[src/rtl/breakout_game_ctrl_if.sv]
// Breakout game sequencer bus: frame/event inputs from the sync generator and
// ball/paddle/brick datapath, phase and scoreboard outputs back to them.
// master = datapath/sync side, slave = game controller.
interface breakout_game_ctrl_if;
  logic        frame_tick;
  logic        start_n;
  logic        brick_hit;
  logic        ball_lost;
  logic        bricks_clear;
  logic [2:0]  state;
  logic        ball_hold;
  logic        ball_serve;
  logic        brick_reload;
  logic [2:0]  lives;
  logic [15:0] score;
  logic [3:0]  level;
  logic [2:0]  ball_speed;
  logic        endGame;

  modport master (
    output frame_tick, start_n, brick_hit, ball_lost, bricks_clear,
    input  state, ball_hold, ball_serve, brick_reload, lives, score, level,
           ball_speed, endGame
  );

  modport slave (
    input  frame_tick, start_n, brick_hit, ball_lost, bricks_clear,
    output state, ball_hold, ball_serve, brick_reload, lives, score, level,
           ball_speed, endGame
  );
endinterface

[src/rtl/breakout_game_ctrl.sv]
// Frame-rate game sequencer for the breakout playfield: phase, lives, BCD
// score, level and ball speed. Decisions advance only on frame_tick; brick
// hits and ball losses are latched during the frame and consumed on the tick.
// Optional macro BREAKOUT_EXTRA_LIFE_EN: award a life (saturating at 7) each
// time the score's thousands digit increments.
module breakout_game_ctrl #(
  parameter int unsigned LIVES_INIT     = 3,
  parameter int unsigned BRICK_POINTS   = 1,
  parameter int unsigned BASE_SPEED     = 2,
  parameter int unsigned MAX_SPEED      = 6,
  parameter int unsigned SERVE_FRAMES   = 60,
  parameter int unsigned LOST_FRAMES    = 90,
  parameter int unsigned LEVELUP_FRAMES = 120
) (
  input  logic                 clock,
  input  logic                 reset,
  breakout_game_ctrl_if.slave  bus
);

  typedef enum logic [2:0] {
    ST_IDLE     = 3'd0,
    ST_SERVE    = 3'd1,
    ST_PLAY     = 3'd2,
    ST_LOST     = 3'd3,
    ST_LEVEL_UP = 3'd4,
    ST_OVER     = 3'd5
  } state_e;

  localparam int unsigned FRAMES_A   = (SERVE_FRAMES > LOST_FRAMES) ? SERVE_FRAMES : LOST_FRAMES;
  localparam int unsigned FRAMES_MAX = (FRAMES_A > LEVELUP_FRAMES) ? FRAMES_A : LEVELUP_FRAMES;
  localparam int unsigned CNT_W      = $clog2(FRAMES_MAX + 1);

  localparam logic [CNT_W-1:0] SERVE_LAST   = CNT_W'(SERVE_FRAMES - 1);
  localparam logic [CNT_W-1:0] LOST_LAST    = CNT_W'(LOST_FRAMES - 1);
  localparam logic [CNT_W-1:0] LEVELUP_LAST = CNT_W'(LEVELUP_FRAMES - 1);
  localparam logic [2:0]       LIVES_RST    = 3'(LIVES_INIT);
  localparam logic [2:0]       SPEED_RST    = 3'(BASE_SPEED);
  localparam logic [4:0]       SPEED_BASE   = 5'(BASE_SPEED);
  localparam logic [4:0]       SPEED_CAP    = 5'(MAX_SPEED);
  localparam logic [5:0]       POINTS       = 6'(BRICK_POINTS);

  state_e           state_q, state_d;
  logic [CNT_W-1:0] frame_cnt_q, frame_cnt_d;
  logic [2:0]       hit_cnt_q, hit_cnt_d;
  logic             lost_q, lost_d;
  logic             start_prev_q, start_prev_d;
  logic             ball_hold_q, ball_hold_d;
  logic             ball_serve_q, ball_serve_d;
  logic             brick_reload_q, brick_reload_d;
  logic [2:0]       lives_q, lives_d;
  logic [15:0]      score_q, score_d;
  logic [3:0]       level_q, level_d;
  logic [2:0]       ball_speed_q, ball_speed_d;
  logic             end_game_q, end_game_d;

  logic [2:0]  hits_now;
  logic        lost_now;
  logic        start_edge;
  logic [5:0]  pts;
  logic [15:0] add_bcd;
  logic [15:0] score_sum;
  logic [15:0] score_add;
  logic [4:0]  digit_sum;
  logic        carry;
  logic [2:0]  lives_bonus;
  logic [4:0]  spd_sum;

  // Events seen this frame including the tick cycle itself, plus start edge.
  always_comb begin
    hits_now   = (hit_cnt_q == 3'd7) ? 3'd7 : hit_cnt_q + 3'(bus.brick_hit);
    lost_now   = lost_q | bus.ball_lost;
    start_edge = bus.frame_tick & start_prev_q & ~bus.start_n;
  end

  // Saturating 4-digit BCD add of this frame's points, and extra-life award.
  always_comb begin
    pts       = 6'(hits_now) * POINTS;
    add_bcd   = {8'h00, 4'(pts / 6'd10), 4'(pts % 6'd10)};
    score_sum = '0;
    digit_sum = '0;
    carry     = 1'b0;
    for (int i = 0; i < 4; i++) begin
      digit_sum = 5'(score_q[4*i +: 4]) + 5'(add_bcd[4*i +: 4]) + 5'(carry);
      if (digit_sum > 5'd9) begin
        score_sum[4*i +: 4] = 4'(digit_sum - 5'd10);
        carry               = 1'b1;
      end else begin
        score_sum[4*i +: 4] = 4'(digit_sum);
        carry               = 1'b0;
      end
    end
    score_add   = carry ? 16'h9999 : score_sum;
    lives_bonus = lives_q;
`ifdef BREAKOUT_EXTRA_LIFE_EN
    if ((score_add[15:12] != score_q[15:12]) && (lives_q != 3'd7)) begin
      lives_bonus = lives_q + 3'd1;
    end
`else
`endif
  end

  // Next-state, event latches, frame counter and registered outputs.
  always_comb begin
    state_d        = state_q;
    frame_cnt_d    = frame_cnt_q;
    hit_cnt_d      = 3'd0;
    lost_d         = 1'b0;
    start_prev_d   = start_prev_q;
    ball_serve_d   = 1'b0;
    brick_reload_d = 1'b0;
    lives_d        = lives_q;
    score_d        = score_q;
    level_d        = level_q;

    if ((state_q == ST_PLAY) && !bus.frame_tick) begin
      hit_cnt_d = hits_now;
      lost_d    = lost_now;
    end

    if (bus.frame_tick) begin
      start_prev_d = bus.start_n;
      unique case (state_q)
        ST_IDLE, ST_OVER: begin
          if (start_edge) begin
            brick_reload_d = 1'b1;
            lives_d        = LIVES_RST;
            score_d        = '0;
            level_d        = 4'd1;
            state_d        = ST_SERVE;
          end
        end
        ST_SERVE: begin
          if (start_edge || (frame_cnt_q == SERVE_LAST)) begin
            ball_serve_d = 1'b1;
            state_d      = ST_PLAY;
          end
        end
        ST_PLAY: begin
          score_d = score_add;
          lives_d = lives_bonus;
          if (lost_now) begin
            if (lives_bonus == 3'd1) begin
              lives_d = 3'd0;
              state_d = ST_OVER;
            end else begin
              lives_d = lives_bonus - 3'd1;
              state_d = ST_LOST;
            end
          end else if (bus.bricks_clear) begin
            state_d = ST_LEVEL_UP;
          end
        end
        ST_LOST: begin
          if (frame_cnt_q == LOST_LAST) begin
            state_d = ST_SERVE;
          end
        end
        ST_LEVEL_UP: begin
          if (frame_cnt_q == LEVELUP_LAST) begin
            level_d        = (level_q == 4'd15) ? 4'd15 : level_q + 4'd1;
            brick_reload_d = 1'b1;
            state_d        = ST_SERVE;
          end
        end
        default: state_d = ST_IDLE;
      endcase

      if (state_d != state_q) begin
        frame_cnt_d = '0;
      end else if ((state_q == ST_SERVE) || (state_q == ST_LOST) ||
                   (state_q == ST_LEVEL_UP)) begin
        frame_cnt_d = frame_cnt_q + CNT_W'(1);
      end
    end

    ball_hold_d  = (state_d != ST_PLAY);
    end_game_d   = (state_d == ST_OVER);
    spd_sum      = SPEED_BASE + 5'(level_d) - 5'd1;
    ball_speed_d = (spd_sum > SPEED_CAP) ? 3'(SPEED_CAP) : 3'(spd_sum);
  end

  // State and output registers with synchronous reset.
  always_ff @(posedge clock) begin
    if (reset) begin
      state_q        <= ST_IDLE;
      frame_cnt_q    <= '0;
      hit_cnt_q      <= 3'd0;
      lost_q         <= 1'b0;
      start_prev_q   <= 1'b1;
      ball_hold_q    <= 1'b1;
      ball_serve_q   <= 1'b0;
      brick_reload_q <= 1'b0;
      lives_q        <= LIVES_RST;
      score_q        <= '0;
      level_q        <= 4'd1;
      ball_speed_q   <= SPEED_RST;
      end_game_q     <= 1'b0;
    end else begin
      state_q        <= state_d;
      frame_cnt_q    <= frame_cnt_d;
      hit_cnt_q      <= hit_cnt_d;
      lost_q         <= lost_d;
      start_prev_q   <= start_prev_d;
      ball_hold_q    <= ball_hold_d;
      ball_serve_q   <= ball_serve_d;
      brick_reload_q <= brick_reload_d;
      lives_q        <= lives_d;
      score_q        <= score_d;
      level_q        <= level_d;
      ball_speed_q   <= ball_speed_d;
      end_game_q     <= end_game_d;
    end
  end

  assign bus.state        = state_q;
  assign bus.ball_hold    = ball_hold_q;
  assign bus.ball_serve   = ball_serve_q;
  assign bus.brick_reload = brick_reload_q;
  assign bus.lives        = lives_q;
  assign bus.score        = score_q;
  assign bus.level        = level_q;
  assign bus.ball_speed   = ball_speed_q;
  assign bus.endGame      = end_game_q;

endmodule
[src/flat_wrapper.sv]
// flat-port wrapper written by rule: the top's interface ports become plain ports
module breakout_game_ctrl_flat 
#(
  parameter int unsigned LIVES_INIT     = 3,
  parameter int unsigned BRICK_POINTS   = 1,
  parameter int unsigned BASE_SPEED     = 2,
  parameter int unsigned MAX_SPEED      = 6,
  parameter int unsigned SERVE_FRAMES   = 60,
  parameter int unsigned LOST_FRAMES    = 90,
  parameter int unsigned LEVELUP_FRAMES = 120
)
  (clock, reset, bus_frame_tick, bus_start_n, bus_brick_hit, bus_ball_lost, bus_bricks_clear, bus_state, bus_ball_hold, bus_ball_serve, bus_brick_reload, bus_lives, bus_score, bus_level, bus_ball_speed, bus_endGame);
  breakout_game_ctrl_if bus_i ();
  input  logic clock;
  input  logic reset;
  input wire logic [$bits(bus_i.frame_tick)-1:0] bus_frame_tick;
  input wire logic [$bits(bus_i.start_n)-1:0] bus_start_n;
  input wire logic [$bits(bus_i.brick_hit)-1:0] bus_brick_hit;
  input wire logic [$bits(bus_i.ball_lost)-1:0] bus_ball_lost;
  input wire logic [$bits(bus_i.bricks_clear)-1:0] bus_bricks_clear;
  output wire logic [$bits(bus_i.state)-1:0] bus_state;
  output wire logic [$bits(bus_i.ball_hold)-1:0] bus_ball_hold;
  output wire logic [$bits(bus_i.ball_serve)-1:0] bus_ball_serve;
  output wire logic [$bits(bus_i.brick_reload)-1:0] bus_brick_reload;
  output wire logic [$bits(bus_i.lives)-1:0] bus_lives;
  output wire logic [$bits(bus_i.score)-1:0] bus_score;
  output wire logic [$bits(bus_i.level)-1:0] bus_level;
  output wire logic [$bits(bus_i.ball_speed)-1:0] bus_ball_speed;
  output wire logic [$bits(bus_i.endGame)-1:0] bus_endGame;
  assign bus_i.frame_tick = bus_frame_tick;
  assign bus_i.start_n = bus_start_n;
  assign bus_i.brick_hit = bus_brick_hit;
  assign bus_i.ball_lost = bus_ball_lost;
  assign bus_i.bricks_clear = bus_bricks_clear;
  assign bus_state = bus_i.state;
  assign bus_ball_hold = bus_i.ball_hold;
  assign bus_ball_serve = bus_i.ball_serve;
  assign bus_brick_reload = bus_i.brick_reload;
  assign bus_lives = bus_i.lives;
  assign bus_score = bus_i.score;
  assign bus_level = bus_i.level;
  assign bus_ball_speed = bus_i.ball_speed;
  assign bus_endGame = bus_i.endGame;
  breakout_game_ctrl #(.LIVES_INIT(LIVES_INIT), .BRICK_POINTS(BRICK_POINTS), .BASE_SPEED(BASE_SPEED), .MAX_SPEED(MAX_SPEED), .SERVE_FRAMES(SERVE_FRAMES), .LOST_FRAMES(LOST_FRAMES), .LEVELUP_FRAMES(LEVELUP_FRAMES)) u_core (.clock(clock), .reset(reset), .bus(bus_i));
endmodule
[config.mk]
export PLATFORM = sky130hd
export DESIGN_NAME = breakout_game_ctrl_flat
export DESIGN_NICKNAME = d
export VERILOG_FILES = /design/src/rtl/breakout_game_ctrl_if.sv /design/src/rtl/breakout_game_ctrl.sv /design/src/flat_wrapper.sv
export SDC_FILE = /design/constraint.sdc
export NUM_CORES = 1
export LEC_CHECK = 0
export ABC_AREA = 0
export CAP_MARGIN = 20
export CORE_MARGIN = 1.5
export CORE_UTILIZATION = 50
export CTS_CLUSTER_DIAMETER = 30
export CTS_CLUSTER_SIZE = 40
export DETAILED_ROUTE_END_ITERATION = 10
export PLACE_DENSITY = 0.85
export SYNTH_ARGS = -nofsm -noshare
export SYNTH_HDL_FRONTEND = slang
export SYNTH_SLANG_ARGS = --single-unit
[constraint.sdc]
create_clock -name clock -period 15.1 [get_ports clock]
set_input_delay 1.51 -clock clock [delete_from_list [all_inputs] [get_ports clock]]
set_output_delay 1.51 -clock clock [all_outputs]
set_load 0.05 [all_outputs]
Word-level counts from Yosys, hierarchy flattened. Cells that the tools add are included.

Flip-flop bits (word level): 45. Input port bits: 7. Output and inout bits: 33.

$add $sub $neg: 15. Divide/modulo/power cells: 2. Magnitude comparators: 5. Equal/unequal tests: 16. Multiplexer cells: 38. Bitwise logic cells: 7. Reduce and logical (&&, ||, !) cells: 16.

Operator list (count): 3-bit 2-to-1 mux (14); 16-bit 2-to-1 mux (2); 4-bit 2-to-1 mux (8); 16-bit one-hot mux with 2 select lines (1); 5-bit by 4-bit greater-than comparator with 1-bit output, second input constant (4); 4-bit subtractor, second input constant (4); 3-bit one-hot mux with 5 select lines (1); 7-bit equality test, second input constant (2); 7-bit 2-to-1 mux (2); 3-bit equality test, second input constant (4); 4-bit by 1-bit adder with 5-bit output (2); 4-bit by 4-bit adder with 5-bit output (2); 4-bit one-hot mux with 2 select lines (1); 2-bit OR reduction (4); 7-bit by 1-bit adder with 7-bit output, second input constant (1); 7-bit by 6-bit equality test with 1-bit output, second input constant (1); 1-bit 2-to-1 mux (7); 3-bit by 4-bit divider with 6-bit output, second input constant (1); 3-bit by 1-bit equality test with 1-bit output, second input constant (2); 3-bit by 2-bit equality test with 1-bit output, second input constant (2); 3-bit by 4-bit remainder unit with 6-bit output, second input constant (1); 3-bit one-hot mux with 2 select lines (1); 2-bit by 4-bit adder with 5-bit output, first input constant (1); 5-bit by 1-bit adder with 5-bit output (1); 22 further kinds (30).

Depth between registers and ports, before layout. Gate-level depths: netlist of run 1.

Word-level depth: 17. Mapped depth: 28.

Worst setup path after synthesis of run 1. OpenSTA, ideal clock, no wires.

Kind: input-to-reg. Start: in bus_brick_hit. End: reg u_core.score_q[14], in the netlist u_core.bus.score[14]. Data arrival time: 6.753 ns. Slack: 8.256 ns. Stages: 25. Buffers on the path: 0. Cell sequence: ha_1 -> ha_1 -> nand2b_1 -> fa_1 -> xnor2_1 -> ha_1 -> a21boi_0 -> o31ai_2 -> ha_1 -> ha_1 -> inv_1 -> a31oi_1 -> o22a_1 -> ha_1 -> ha_1 -> inv_1 -> a31oi_1 -> o22a_1 -> ha_1 -> ha_1 -> o211a_1 -> o221a_2 -> nor2_1 -> a21oi_1 -> a311oi_1.

Word-level cells in the longest chain between the ends: 17. Elaborated cells between the ends (all ways): 21.

Ends and longest elaborated chain: from (decl) (line flat_wrapper.sv:18) `input wire logic [$bits(bus_i.brick_hit)-1:0] bus_brick_hit;`; 3-bit by 1-bit adder with 3-bit output (*) (line breakout_game_ctrl.sv:70) `hits_now = (hit_cnt_q == 3'd7) ? 3'd7 : hit_cnt_q + 3'(bus.brick_hit);`; 3-bit 2-to-1 mux (*) (line breakout_game_ctrl.sv:70); 3-bit by 4-bit remainder unit with 6-bit output (*) (line breakout_game_ctrl.sv:78) `add_bcd = {8'h00, 4'(pts / 6'd10), 4'(pts % 6'd10)};`; net u_core.add_bcd[1] (line breakout_game_ctrl.sv:60) `logic [15:0] add_bcd;`; 4-bit by 4-bit adder with 5-bit output (*) (line breakout_game_ctrl.sv:83) `digit_sum = 5'(score_q[4*i +: 4]) + 5'(add_bcd[4*i +: 4]) + 5'(carry);`; 5-bit by 4-bit greater-than comparator with 1-bit output (*) (line breakout_game_ctrl.sv:84) `if (digit_sum > 5'd9) begin`; 1-bit 2-to-1 mux (*) (line breakout_game_ctrl.sv:84); 5-bit by 1-bit adder with 5-bit output (*) (line breakout_game_ctrl.sv:83); (+2 left out); 4-bit by 1-bit adder with 5-bit output (*) (line breakout_game_ctrl.sv:83); 5-bit by 4-bit greater-than comparator with 1-bit output (*) (line breakout_game_ctrl.sv:84); 1-bit 2-to-1 mux (*) (line breakout_game_ctrl.sv:84); 4-bit by 1-bit adder with 5-bit output (*) (line breakout_game_ctrl.sv:83); 4-bit subtractor / 5-bit by 4-bit greater-than comparator with 1-bit output (equally long branches) (line breakout_game_ctrl.sv:85, breakout_game_ctrl.sv:84); 4-bit 2-to-1 mux / 1-bit 2-to-1 mux (equally long branches) (line breakout_game_ctrl.sv:84); 16-bit 2-to-1 mux (*) (line breakout_game_ctrl.sv:92) `score_add = carry ? 16'h9999 : score_sum;`; 16-bit one-hot mux with 2 select lines (*) (line breakout_game_ctrl.sv:122) `unique case (state_q)`; to (signal assigned) (line breakout_game_ctrl.sv:208) `score_q <= score_d;`; to (decl) (line breakout_game_ctrl.sv:51) `logic [15:0] score_q, score_d;`.

The timed path passes the listed nets; every way through them passes the cells marked *. A chain may end at the register's enable or synchronous reset.

Worst setup path after layout of run 1.
Start: in bus_brick_hit. End: reg u_core.score_q[10], in the netlist u_core.bus.score[10].

Word-level cells in the longest chain between the ends: 17. Elaborated cells between the ends (all ways): 21.

Ends and longest elaborated chain (line): 3-bit by 1-bit adder with 3-bit output (*) (breakout_game_ctrl.sv:70); 3-bit 2-to-1 mux (*) (breakout_game_ctrl.sv:70); 3-bit by 4-bit remainder unit with 6-bit output (*) (breakout_game_ctrl.sv:78); net u_core.add_bcd[1] (breakout_game_ctrl.sv:60); 4-bit by 4-bit adder with 5-bit output (*) (breakout_game_ctrl.sv:83); 5-bit by 4-bit greater-than comparator with 1-bit output (*) (breakout_game_ctrl.sv:84); 1-bit 2-to-1 mux (*) (breakout_game_ctrl.sv:84); 5-bit by 1-bit adder with 5-bit output (*) (breakout_game_ctrl.sv:83); (+2 left out); 4-bit by 1-bit adder with 5-bit output (*) (breakout_game_ctrl.sv:83); 5-bit by 4-bit greater-than comparator with 1-bit output (breakout_game_ctrl.sv:84); 1-bit 2-to-1 mux (breakout_game_ctrl.sv:84); 4-bit by 1-bit adder with 5-bit output (breakout_game_ctrl.sv:83); 5-bit by 4-bit greater-than comparator with 1-bit output (breakout_game_ctrl.sv:84); 1-bit 2-to-1 mux (breakout_game_ctrl.sv:84); 16-bit 2-to-1 mux (*) (breakout_game_ctrl.sv:92); 16-bit one-hot mux with 2 select lines (*) (breakout_game_ctrl.sv:122).

Marked as above.

==> impl_metrics.yaml, run 1 <==
clock_network:
  tritoncts: "built"
  post_cts_hold_buffer_count: 0
  tritoncts_num_sinks: 45
  clk_root_buffer_cell: "clkbuf_8"
  htree_depth: 2
  post_cts_resized: 0
  postCtsSetupRepairBufs: 0
  clk_transition_reported_paths_ns: 0.09
  insertion_delay_ns: 0.30
  clk_path_buf_depth: 2
  cts-buffers-inserted: 5
worst_setup_path:
  worst_path_max_delay_cell: "fa_1"
  cp-end-kind: "flip-flop"
  timing.critical_path.arrival_ns: 7.79
  critPathKind: "in -> reg"
  crit_family: "adder cells"
  critical-path-top-cell-by-count: "ha_1"
  path_buf_inv: 4
  max_stage_delay_ns: 0.44
  critPathLaunchType: "primary input"
  critical_path_required_ns: 15.35
  critical_path.max_fanout: 9
final_layout:
  final-seq-area_um2: 901
  layout_commonest_cell: "dfxtp_1"
  n_fill_cell: 479
  layout_common_cells: "45 x dfxtp_1, 39 x clkdlybuf4s50_1, 30 x nor2_1, 22 x ha_1"
  syn2layout_area_growth_pct: 19.4
  antenna_cells_inserted: 0
  fin_nets: 394
  drive_gt1_share_pct: 9.04
  multiInputGateArea_mm2: 0.00181
  layout.cell_area.non_filler_mm2: 0.00338
drt:
  route.detailed.vias_per_inst: 5.84
  drc_errors_left: 0
  drt_first_iter_violations: 213
  route.antenna.remaining_nets: 0
  dr_total_vias: 2553
  avgRoutedWirePerCell_um: 14.6
  detail_route.first_pass.iterations: 4
  final_wirelength_um: 6370
sta:
  finalSetupTns_ns: 0
  clock.fmax_ghz: 0.133
  slew_headroom_pct: 44.5
  finalSetupViolCount: 0
  final_critical_path_setup_slack_ns: 7.57
  final_hold_vios: 0
  finalCritPeriodShare_pct: 49.9
  drv_slew: 0
  timing.clock.skew_ns: 0.00964
  final_period_minus_worst_setup_slack_ns: 7.53
  worst_slew_pin_slew_ns: 0.830
  rsz0062_at_grt: "false"
global_route:
  gr-usage-all-layers_pct: 21.7
  pin_count_of_the_biggest_net_entering_global_routing: 22
  grt_pass1_wl_um: 10700
  grt_overflow_total: 0
  antenna_found_initial: 0
  number_of_global_route_vias_before_repair: 2341
power_and_ir_drop:
  power_switching_share_pct: 24.6
  pwrdens_mw_per_mm2: 71.3
  internal_power_uw: 182
  p_leak_uw: 0.00132
  worst_ir_drop_on_vdd_mv: 0.0419
  seq_power_share_pct: 50.7
  power.clock.fraction_pct: 39.7
  netSwitchingPower_uw: 59.3
  combinationalPowerShare_pct: 9.6
floorplanning:
  core_area_mm2: 0.00547
  std_cell_rows: 27
  floorplan.initialDensity_pct: 51.8
  die_w_um: 78.3
  io-pin-count: 40
  die_area_mm2: 0.00613
  dieHeight_um: 78.3
synth:
  post_synth.cell_area_avg_um2: 8.64
  syn_area_mm2: 0.00283
  ys_ff_latch: 45
  synth.largest_area_cell: "dfxtp_1"
  syn_inst: 328
  ys_types: 69
  synth.yosys.seq_area_share_pct: 31.8
  ys_dominant_reg_cell: "dfxtp_1"
  asyncSetResetFlopFracSynth_pct: 0
  synth.area.top_cells: "dfxtp_1 32%, ha_1 9.7%, xnor2_1 4.0%, nor2_1 4.0%, a21oi_1 3.5%"
  synth_enable_flop_cells: 0
  yosys_warnings: 0
  synth_top_area_share_pct: 31.8
  synthesis.nets: 358
place:
  dpl_hpwl_um: 4640
  port_buffers: 39
  setup_slack_placement_ns: 7.34
  place_area_mm2: 0.00326
  routabilityCongestion: 0.818
flow_run:
  cap_violations: 0
worst_hold_path:
  hold_class: "reg -> reg"
status:
  outcome: "complete, no violations"
-- through the flow --
step	util [%]	instances	hold slack [ns]	total power, uW
2_1_floorplan	-	328	0.473	141
3_3_place_gp	59.6	429	0.470	147
3_5_place_dp	59.6	429	0.484	148
4_1_cts	61.8	437	0.496	243
5_1_grt	61.8	437	0.529	253
6_report	61.8	437	0.489	241
-- metal layers --
| metal | GRT usage (%) | vias up | wire length [um] |
|---|---|---|---|
| li1 | - | 1265 | - |
| met1 | 28.0 | 1212 | 2850 |
| met2 | 36.9 | 71 | 3180 |
| met3 | 4.42 | 5 | 309 |
| met4 | 5.54 | 0 | 34 |
| met5 | 0 | - | 0 |
-- kinds of logic (layout without fill, tap and decap cells) --
logic type	Yosys count	in the layout	synth area share, %
multiplexers	4	4	1.41
XOR/XNOR	18	18	5.57
AND/OR/NAND/NOR	120	120	23.5
AO/OA/AOI/OAI	90	90	23.2
flip-flops	45	45	31.8
buffers and inverters	28	65	4.15
adder cells (fa/ha/maj)	23	23	10.4
-- state kept, by name (all words and copies together), names as in the netlist, 3 cells and up --
name,flops
u_core.bus.ball_speed,3
u_core.bus.level,4
u_core.bus.lives,3
u_core.bus.score,16
u_core.bus.state,3
u_core.frame_cnt_q,7
u_core.hit_cnt_q,3
-- cells in the mapped netlist (all sizes together) (2+ instances only) --
| library cell | number |
|---|---|
| nor4 | 4 |
| a211oi | 3 |
| nand3b | 2 |
| o22a | 4 |
| buf | 4 |
| mux2i | 4 |
| nor2b | 6 |
| xor2 | 5 |
| and3b | 2 |
| a21boi | 2 |
| nand4 | 3 |
| nor3 | 11 |
| or3 | 2 |
| o21ai | 21 |
| a22o | 6 |
| and2 | 3 |
| xnor2 | 13 |
| nand2 | 20 |
| o211ai | 2 |
| o31ai | 5 |
| o22ai | 3 |
| inv | 17 |
| and3 | 4 |
| a31oi | 4 |
| nand3 | 13 |
| dfxtp | 45 |
| and4 | 2 |
| nand2b | 10 |
| ha | 22 |
| a32o | 2 |
| nor2 | 32 |
| nor4b | 2 |
| a21oi | 22 |
| a21o | 4 |
| clkbuf | 6 |
-- final cells by class --
type / count / share of cell area, %
well taps: 72 / 2.66
clock buffers: 6 / 2.44
flip-flops and latches: 45 / 26.6
inverters: 18 / 2.00
repair buffers: 39 / 11.5
clock inverters: 2 / 1.11
multi-input cells: 255 / 53.6
-- tightest hold or removal path, stage by stage (launching register included) --
cell and delay [ns]:
dfxtp_1 0.34, nand2_1 0.06, a21oi_1 0.05
-- worst paths after layout --
kind	from	cells past startpoint	end	slack [ns]
setup / recovery	bus_brick_hit	26	u_core.bus.score[10]	7.57
hold / removal	u_core.bus.score[0]	2	u_core.bus.score[0]	0.49
setup reg to reg	u_core.hit_cnt_q[0]	25	u_core.bus.score[10]	8.87
hold reg to reg	u_core.bus.score[0]	2	u_core.bus.score[0]	0.49
-- power groups by stage --
stage | Combinational (uW) | Clock (uW) | Sequential (uW)
2_1_floorplan | 16.0 | 0 | 125
3_3_place_gp | 22.2 | 0 | 125
3_5_place_dp | 22.8 | 0 | 125
4_1_cts | 23.0 | 97.7 | 122
5_1_grt | 25.3 | 105 | 123
6_report | 23.1 | 95.8 | 122
Power figures use the tool's default switching activity.
==> inputs of run 2 (changes only) <==
==> constraint.sdc (replaced) <==
create_clock -name clock -period 7.14 [get_ports clock]
set_input_delay 0.714 -clock clock [delete_from_list [all_inputs] [get_ports clock]]
set_output_delay 0.714 -clock clock [all_outputs]
set_load 0.05 [all_outputs]
==> run 2 against run 1 <==
Against the previous run:
- clock power grew 100%
- register-to-register slack worse by 7.9 ns
- sequential power increased by 110%
- global-route usage up 0.16 points
- wire length increased by 0.64%
- via count rose by 0.78%
- largest power group unchanged
- non-clock buffer count is the same
- sequential cell count stayed put
- critical path type unchanged
- critical path depth increased by 1
- sequential share of layout area decreased by 0.069 points
- largest cell class unchanged
- worst hold slack better by 0.0037 ns
==> impl_metrics.yaml, run 2 (synthesis results as in run 1) <==
place:
  routabilityCongestion: 0.818
  place_area_mm2: 0.00326
  port_buffers: 39
  dpl_hpwl_um: 4630
sta:
  finalSetupViolCount: 0
  clock.fmax_ghz: 0.150
  finalSetupTns_ns: 0
  slew_headroom_pct: 38.8
  timing.clock.skew_ns: 0.0103
  finalCritPeriodShare_pct: 93.5
  rsz0062_at_grt: "false"
  final_period_minus_worst_setup_slack_ns: 6.68
  worst_slew_pin_slew_ns: 0.915
  final_hold_vios: 0
  holdWs_ns: 0.493
  drv_slew: 0
final_layout:
  n_fill_cell: 481
  fin_nets: 394
  layout.cell_area.non_filler_mm2: 0.00339
  syn2layout_area_growth_pct: 19.7
  drive_gt1_share_pct: 9.32
  antenna_cells_inserted: 0
  layout_commonest_cell: "dfxtp_1"
  layout_common_cells: "45 x dfxtp_1, 39 x clkdlybuf4s50_1, 30 x nor2_1, 22 x ha_1"
  largest_reg_flops: 16
worst_setup_path:
  critPathLaunchType: "primary input"
  cp-end-kind: "flip-flop"
  setup.reg_to_reg.worst_slack_ns: 0.97
  critical_path_required_ns: 7.35
  critPathKind: "in -> reg"
  timing.critical_path.arrival_ns: 6.88
  critical_path.max_fanout: 9
floorplanning:
  dieHeight_um: 78.3
  die_w_um: 78.3
  core_area_mm2: 0.00547
  io-pin-count: 40
  die_area_mm2: 0.00613
  floorplan.initialDensity_pct: 51.8
  std_cell_rows: 27
drt:
  drt_first_iter_violations: 149
  final_wirelength_um: 6410
  route.detailed.vias_per_inst: 5.89
  route.antenna.remaining_nets: 0
  detail_route.first_pass.iterations: 4
  drc_errors_left: 0
  dr_total_vias: 2573
  avgRoutedWirePerCell_um: 14.7
clock_network:
  tritoncts: "built"
  insertion_delay_ns: 0.31
  post_cts_hold_buffer_count: 0
  clk_path_buf_depth: 2
  postCtsSetupRepairBufs: 0
  clk_transition_reported_paths_ns: 0.09
  cts-buffers-inserted: 5
  tritoncts_num_sinks: 45
  clk_root_buffer_cell: "clkbuf_8"
  htree_depth: 2
global_route:
  grt_pass1_wl_um: 10800
  antenna_found_initial: 0
  grt_overflow_total: 0
  gr-usage-all-layers_pct: 21.8
  pin_count_of_the_biggest_net_entering_global_routing: 22
  number_of_global_route_vias_before_repair: 2356
status:
  outcome: "complete, no violations"
worst_hold_path:
  hold_class: "reg -> reg"
power_and_ir_drop:
  pwrdens_mw_per_mm2: 148
  p_leak_uw: 0.00132
  worst_ir_drop_on_vdd_mv: 0.0798
flow_run:
  cap_violations: 0
==> run 2: changes by cell type in the layout (fill, tap and decap cells not counted) <==
cell      before  now
clkinv_4       0    1
nor3_4         0    1
xnor2_2        0    1
nor3_2         3    2
xnor2_1       13   12
clkbuf_8       6    5
==> run 2: path summary, 6_finish.rpt <==
path,cells after the start,start,end
setup reg to reg,26,u_core.hit_cnt_q[0],u_core.bus.score[14]
setup / recovery,27,bus_brick_hit,u_core.bus.score[14]
hold / removal,2,u_core.bus.score[0],u_core.bus.score[0]
hold reg to reg,2,u_core.bus.score[0],u_core.bus.score[0]
==> run 2: per-stage QoR <==
stage | utilization, % | power (uW) | setup WS (ns) | std cells
floorplan | - | 299 | 1.09 | 328
detailed placement | 59.6 | 312 | 0.171 | 429
finish | 62.0 | 504 | 0.463 | 437
CTS | 61.7 | 507 | 0.485 | 437
global route | 62.0 | 530 | 0.0410 | 437
global placement | 59.6 | 311 | 0.432 | 429
==> run 2: critical path, cell delays in order <==
cell and delay [ns]:
clkdlybuf4s50_1 0.40, ha_1 0.20, ha_1 0.27, nand2b_1 0.19
fa_1 0.48, xnor2_2 0.19, ha_1 0.24, a21boi_0 0.14
o31ai_2 0.34, ha_1 0.25, ha_1 0.27, inv_1 0.15
a31oi_1 0.10, o22a_1 0.24, ha_1 0.21, ha_1 0.33
inv_1 0.12, a31oi_1 0.22, o22a_1 0.23, ha_1 0.21
ha_1 0.21, inv_1 0.08, o211a_1 0.22, o221a_2 0.33
nor2_1 0.20, nand2_1 0.09, a311oi_1 0.24
==> run 2: timing repair <==
item,in CTS,in global routing
endpoints found under the setup margin,0,9
gates resized for setup,0,2
endpoints found under the hold margin,0,0
==> run 2: final cells by class <==
cell class | instances | area [um^2] | share of cell area, %
Inverter | 18 | 67.6 | 1.99
Clock buffer | 5 | 68.8 | 2.03
Sequential cell | 45 | 901 | 26.6
Multi-Input combinational cell | 255 | 1830 | 53.9
Tap cell | 72 | 90.1 | 2.66
Timing Repair Buffer | 39 | 390 | 11.5
Clock inverter | 3 | 46.3 | 1.36
==> run 2: power by group <==
| group | internal, uW | switching [uW] | total [uW] |
|---|---|---|---|
| clock network | 105 | 91.5 | 196 |
| registers | 253 | 5.20 | 258 |
| logic | 17.5 | 31.6 | 49.1 |
==> run 2: per-layer routing <==
metal  part of all wire [%]  global-route usage [%]
met5                      0                       0
met4                    1.0                    5.71
met3                    4.2                    4.07
met2                     50                    37.0
met1                     45                    28.4
